<file path="config.mk">
export PLATFORM = sky130hd
export DESIGN_NAME = seq_det_frame_ctrl
export DESIGN_NICKNAME = d
export VERILOG_FILES = /design/src/rtl/seq_det_frame_ctrl.sv
export SDC_FILE = /design/constraint.sdc
export NUM_CORES = 1
export LEC_CHECK = 0
export CORE_UTILIZATION = 56
export CTS_CLUSTER_DIAMETER = 50
export DETAILED_ROUTE_END_ITERATION = 8
export PLACE_DENSITY_LB_ADDON = 0.12
export SLEW_MARGIN = 25
export SYNTH_ARGS = -nofsm -noshare
export SYNTH_HDL_FRONTEND = slang
export SYNTH_SLANG_ARGS = --single-unit
</file>
<file path="constraint.sdc">
create_clock -name clk -period 3.3 [get_ports clk]
set_clock_uncertainty 0.15 [all_clocks]
set_input_delay 0.66 -clock clk [delete_from_list [all_inputs] [get_ports clk]]
set_output_delay 0.66 -clock clk [all_outputs]
set_load 0.05 [all_outputs]
</file>
<file path="src/rtl/seq_det_frame_ctrl.sv">
// Frame sequencer for a bit-serial Moore detector: takes one parallel word, clears the detector,
// shifts the word out MSB-first, counts detector hits and returns the count to a consumer.
module seq_det_frame_ctrl #(
  parameter int DATA_W    = 16,
  parameter int CNT_W     = 8,
  parameter int DRAIN_CYC = 1
) (
  input  logic              clk,
  input  logic              rst,
  input  logic              word_valid,
  input  logic [DATA_W-1:0] word_data,
  output logic              word_ready,
  input  logic              abort,
  output logic              det_rst,
  output logic              det_din,
  output logic              det_valid,
  input  logic              seq_det,
  output logic              res_valid,
  output logic [CNT_W-1:0]  res_count,
  output logic              res_sat,
  input  logic              res_ready
);

  typedef enum logic [2:0] {IDLE, CLR, SHIFT, DRAIN, REPORT} state_t;

  localparam int BC_W = $clog2(DATA_W + 1);
  localparam int DC_W = (DRAIN_CYC > 1) ? $clog2(DRAIN_CYC) : 1;
  localparam logic [BC_W-1:0]  LAST_BIT   = BC_W'(DATA_W);
  localparam logic [DC_W-1:0]  LAST_DRAIN = DC_W'(DRAIN_CYC - 1);
  localparam logic [CNT_W-1:0] CNT_MAX    = '1;

  state_t            state;
  logic [DATA_W-1:0] shreg;
  logic [BC_W-1:0]   bit_cnt;
  logic [DC_W-1:0]   drain_cnt;
  logic              count_en;
  logic              in_frame;
  logic [CNT_W-1:0]  cnt_next;
  logic              sat_next;

  // Detector output only matters while a frame is on the wire or draining.
  assign in_frame = (state == CLR) || (state == SHIFT) || (state == DRAIN);
  assign count_en = ((state == SHIFT) || (state == DRAIN)) && seq_det;

  always_comb begin
    cnt_next = res_count;
    sat_next = res_sat;
    if (count_en && (res_count != CNT_MAX)) begin
      cnt_next = res_count + CNT_W'(1);
    end
    if (count_en && (cnt_next == CNT_MAX)) begin
      sat_next = 1'b1;
    end
  end

  // Handshakes: a transfer happens on a rising edge where valid && ready are both high;
  // valid and its data stay stable until that edge, ready may change freely.
  always_ff @(posedge clk) begin
    if (rst) begin
      state      <= IDLE;
      word_ready <= 1'b0;
      det_rst    <= 1'b1;
      det_din    <= 1'b0;
      det_valid  <= 1'b0;
      res_valid  <= 1'b0;
      res_count  <= '0;
      res_sat    <= 1'b0;
      shreg      <= '0;
      bit_cnt    <= '0;
      drain_cnt  <= '0;
    end else if (abort && in_frame) begin
      state      <= IDLE;
      word_ready <= 1'b1;
      det_rst    <= 1'b1;
      det_din    <= 1'b0;
      det_valid  <= 1'b0;
      res_count  <= '0;
      res_sat    <= 1'b0;
      shreg      <= '0;
      bit_cnt    <= '0;
      drain_cnt  <= '0;
    end else begin
      case (state)
        IDLE: begin
          det_rst    <= 1'b0;
          det_din    <= 1'b0;
          det_valid  <= 1'b0;
          word_ready <= 1'b1;
          if (word_valid && word_ready) begin
            shreg      <= word_data;
            word_ready <= 1'b0;
            det_rst    <= 1'b1;
            res_count  <= '0;
            res_sat    <= 1'b0;
            state      <= CLR;
          end
        end
        CLR: begin
          det_rst   <= 1'b0;
          det_valid <= 1'b1;
          det_din   <= shreg[DATA_W-1];
          shreg     <= shreg << 1;
          bit_cnt   <= BC_W'(1);
          state     <= SHIFT;
        end
        SHIFT: begin
          res_count <= cnt_next;
          res_sat   <= sat_next;
          if (bit_cnt == LAST_BIT) begin
            det_valid <= 1'b0;
            det_din   <= 1'b0;
            drain_cnt <= '0;
            state     <= DRAIN;
          end else begin
            det_din <= shreg[DATA_W-1];
            shreg   <= shreg << 1;
            bit_cnt <= bit_cnt + BC_W'(1);
          end
        end
        DRAIN: begin
          // The last bit's detection arrives one cycle late, so drain cycles still count.
          res_count <= cnt_next;
          res_sat   <= sat_next;
          if (drain_cnt == LAST_DRAIN) begin
            res_valid <= 1'b1;
            state     <= REPORT;
          end else begin
            drain_cnt <= drain_cnt + DC_W'(1);
          end
        end
        REPORT: begin
          if (res_ready) begin
            res_valid  <= 1'b0;
            word_ready <= 1'b1;
            state      <= IDLE;
          end
        end
        default: begin
          state <= IDLE;
        end
      endcase
    end
  end

endmodule

</file>
# Yosys cells after proc, flatten, opt, wreduce, memory -nomap -nowiden
# Cells that the tools add are included.
# word_totals
regBits	39
inputBits	22
out_inout_bits	14
wordCells	87
# op_classes
addsub	3
n_eq_ne	14
muxes	31
bitwise_logic	1
n_reduce_logical	27
# ops
cell	n
case mux 16 bit (3 select lines)	1
two-way mux 16 bit	2
two-way mux 8 bit	2
case mux 8 bit (2 select lines)	1
case mux 3 bit (5 select lines)	1
two-way mux 3 bit	4
two-way mux 1 bit	11
case mux 1 bit (2 select lines)	5
case mux 5 bit (2 select lines)	1
AND reduction 2 bit	5
nonzero test 2 bit	5
adder 8 x 1 -> 8 bit, second input constant	1
== test 8 bit, second input constant	1
inequality test 2 bit, second input constant	4
inequality test 8 bit, second input constant	1
AND reduction 4 bit	2
== test 3 x 2 -> 1 bit, second input constant	2
case mux 1 bit (3 select lines)	2
AND reduction 3 bit	2
nonzero test 3 bit	2
adder 5 x 1 -> 5 bit, second input constant	1
== test 5 bit, second input constant	1
logical AND 1 bit	5
two-way mux 5 bit	1
9 further kinds	13

# Logic depth before layout (Yosys ltp)
# logic_depth
word_depth	9
mapped_depth	8
depth_no_buf	7

# Least setup slack after synthesis
# No wires, ideal clock.
# synth_timing
path_type	reg2reg
startpoint	reg res_count[0]
endpoint	reg res_sat
setup_ns	0.115
arrival_time_ns	1.896
required_ns	3.035
setup_slack_ns	1.138
path_stages_with_launch	7
path_buffers	0
synth_period_minus_slack_ns	2.162
cell_sequence	dfxtp_1 -> ha_1 -> nand2_1 -> o31a_2 -> nand2_1 -> o22ai_1 -> a31o_1
# synth_via
elab_chain_cells	7
word_cells_on_any_way	8
classes_between	1 x add/sub; 3 x eq/ne; 1 x mux; 3 x reduce/logical
# synth_rtl
element	line	rtl
start, declared	19	output logic [CNT_W-1:0] res_count,
start signal, assigned	107	res_count <= cnt_next;
start signal, assigned	122	res_count <= cnt_next;
parallel branches: the longest is 2 deep, another holds adder 8 x 1 -> 8 bit	--	
two-way mux 8 bit *	48	if (count_en && (res_count != CNT_MAX)) begin
== test 8 bit *	51	if (count_en && (cnt_next == CNT_MAX)) begin
logical AND 1 bit *	51	
inequality test 2 x 1 -> 1 bit (no line) *	--	
AND reduction 3 bit (no line) *	--	
end signal, assigned	108	res_sat <= sat_next;
end signal, assigned	123	res_sat <= sat_next;
end, declared	20	output logic res_sat,
# Every way passes the cells marked *.
# A chain may end at the register's enable or synchronous reset.

# Worst setup path after layout
# layout_timing
startpoint	reg res_count[2]
endpoint	out res_count[2]
# No word-level cell between the ends.

==> results.yml <==
floorplanning:
  start_util_pct: 59.43
  fp.dieH_um: 61.98
  die_w_um: 61.98
  rows: 21
  io_pins: 36
  die_area_mm2: 0.003841
  core-area_mm2: 0.003390
timing:
  max_freq_ghz: 0.3990
  worst_slew_pin_slew_ns: 0.7511
  rsz0062_at_grt: "no"
  relSlewSlack_pct: 49.86
  drv_slew: 0
  fin_crit_ns: 2.506
  finalHoldViolCount: 0
  fin_setup_tns_ns: 0
  period_share_pct: 75.94
  final-setup-viol-count: 0
  setup_slack_ns: 0.7940
  hold_slack_ns: 0.3317
power_and_ir_drop:
  ir_drop_mv: 0.2942
  cellPowerDensity_mw_per_mm2: 493.1
  power_leakage_nw: 0.8266
min_path:
  hold_path_class: "reg -> reg"
  hold_end: "shreg[0]$_SDFFE_PP0P_"
  whs_path_depth: 2
  min_from: "shreg[0]$_SDFFE_PP0P_"
clock_tree:
  root_buffer: "clkbuf_4"
  cts_resized: 0
  cts_hold_buf: 0
  cts_setup_buffers: 0
  clk_pin_slew_ns: 0.12
  cts.sinks: 38
  clk_latency_ns: 0.34
  cts_inserted_buffers: 5
  cts_tree: "built"
  cts.htree.levels: 2
  cts.path.max_buffers: 2
grt:
  grt_pass1_wl_um: 6154
  grt_max_degree: 33
  grt_use_met2_pct: 34.50
  grt_busiest_layer: "met2"
  antenna_found_initial: 0
  gr-usage-all-layers_pct: 21.94
  grt_use_met3_pct: 5.176
  first_global_vias: 1392
  gr-usage-met1_pct: 29.10
  gr-total-overflow: 0
yosys:
  syn_inst: 228
  synth.yosys.warnings: 0
  syn_area_per_cell_um2: 8.835
  ys_types: 48
  synth.yosys.seq_area_share_pct: 37.76
  synth_fp_nets: 253
  synth_area_leaders: "dfxtp_1 38%, mux2i_1 8.9%, nor2_1 6.7%"
  synth_top_area_share_pct: 37.76
  syn_area_mm2: 0.002014
  yosys.area.top_type: "dfxtp_1"
  synth_seq_cells: 38
setup_path:
  path_max_fanout: 9
  r2r_cells: 4
  worstPathRequired_ns: 2.49
  r2r-end: "state[1]$_SDFFE_PP0P_"
  critPathSlowestCell: "clkdlybuf4s50_1"
  max_stage_delay_ns: 0.86
  rrSetupSlack_ns: 1.25
  crit_family: "buffers and inverters"
  path_cells: "clkdlybuf4s50_1"
  critPathArrivalTime_ns: 1.70
  crit_path_start: "res_count[2]$_SDFFE_PP0P_"
  end_kind: "primary output"
  reg2reg_from: "state[1]$_SDFFE_PP0P_"
  cp-start-kind: "flip-flop"
  critPathBufInv: 1
  path_class: "reg -> out"
placement:
  port_buffers: 35
  place_congestion: 0.8478
  dp_hpwl_um: 2838
  place_ws_ns: 0.8232
  place_inst: 298
cells_and_area:
  fin_nets: 284
  ff_latch_area_um2: 760.7
  diodes: 0
  multi_input_area_mm2: 0.001174
  fin_util_pct: 71.76
  fin_cells: 306
  fill_cells: 280
  synthToLayoutAreaGrowth_pct: 20.75
  layout-drive-gt1-share_pct: 10.00
drt:
  drc: 0
  num_vias: 1703
  vias_per_cell: 5.565
  drt_iter0_markers: 111
  totalWireLength_um: 4036
  ant_nets: 0
  firstDrtPassIters: 4
  wire_per_inst_um: 13.19
outcome:
  status: "finished, final reports clean"
job:
  cap_violations: 0
-- report_power, final --
part | internal, W | switching [W] | total (W)
combinational | 0.000163 | 0.000209 | 0.000372
clock | 0.000103 | 0.000158 | 0.000260
sequential | 0.000518 | 0.0000488 | 0.000567
-- per-layer routing --
layer | routed length, µm | vias to the layer above
met1 | 1976 | 772
met5 | 0 | -
li1 | - | 892
met2 | 1865 | 34
met3 | 147 | 5
met4 | 46 | 0
-- area by class of cell --
cell class,instances,share of cell area [%]
inverter,3,0.4630
clock buffer,6,2.109
multi-input combinational,174,48.25
timing repair buffer,37,15.02
clock inverter,2,0.5144
tap,46,2.366
sequential,38,31.28
-- through the flow --
stage / cell area, µm² / power, W
floorplan: 2014 / 0.0008697
global placement: 2369 / 0.0009420
detailed placement: 2369 / 0.0009513
CTS: 2432 / 0.001210
global route: 2432 / 0.001272
finish: 2432 / 0.001199
-- cells in the final DEF, fill, tap and decap left out, drive strengths merged, types with 5 or more instances in the layout --
cell type / Yosys / layout
mux2i: 18 / 18
a211oi: 18 / 18
nor3: 5 / 5
nand2b: 5 / 5
nand2: 12 / 12
dfxtp: 38 / 38
nor2: 37 / 37
o21ai: 7 / 7
clkbuf: 1 / 6
a21oi: 19 / 19
clkdlybuf4s50: 0 / 35
nand3: 9 / 9
-- cells by family (layout without fill, tap and decap cells) --
family	Yosys count	count (layout)	synth area share, %
flops	38	38	37.76
simple gates	86	86	21.74
mux	18	18	8.944
buf+inv	16	48	4.161
compound gates	63	63	23.42
xor+xnor	4	4	2.112
fa+ha+maj	3	3	1.864
-- Yosys cell counts, drive strengths merged --
| library cell | number |
|---|---|
| a211oi | 18 |
| a21o | 1 |
| a21oi | 19 |
| a22oi | 1 |
| a2bb2oi | 3 |
| a311oi | 1 |
| a31o | 1 |
| and2 | 1 |
| and3 | 3 |
| and3b | 3 |
| buf | 12 |
| clkbuf | 1 |
| dfxtp | 38 |
| ha | 3 |
| inv | 3 |
| mux2i | 18 |
| nand2 | 12 |
| nand2b | 5 |
| nand3 | 9 |
| nand3b | 1 |
| nand4 | 3 |
| nand4bb | 1 |
| nor2 | 37 |
| nor2b | 2 |
| nor3 | 5 |
| nor3b | 1 |
| o2111ai | 2 |
| o211a | 1 |
| o21ai | 7 |
| o21ba | 1 |
| o21bai | 3 |
| o221a | 1 |
| o22ai | 1 |
| o2bb2ai | 1 |
| o31a | 1 |
| o31ai | 1 |
| or2 | 2 |
| or3 | 1 |
| xnor2 | 2 |
| xor2 | 2 |
-- worst max-delay path by stage --
stage | end | slack, ns | cells after the start
after floorplan | res_sat$_SDFFE_PP0P_ | 1.14 | 6
after global placement | shreg[14]$_SDFFE_PP0P_ | 0.88 | 7
after detailed placement | shreg[7]$_SDFFE_PP0P_ | 0.82 | 7
after CTS | res_count[2] | 0.78 | 1
after global routing | res_count[2] | 0.72 | 1
final | res_count[2] | 0.79 | 1
-- state kept, by name, indices dropped and copies added, names as in the netlist --
signal / flops
bit_cnt: 5
det_din: 1
det_rst: 1
shreg: 16
res_count: 8
res_valid: 1
state: 3
det_valid: 1
word_ready: 1
res_sat: 1
No activity file was read; power rests on OpenSTA's default activity.
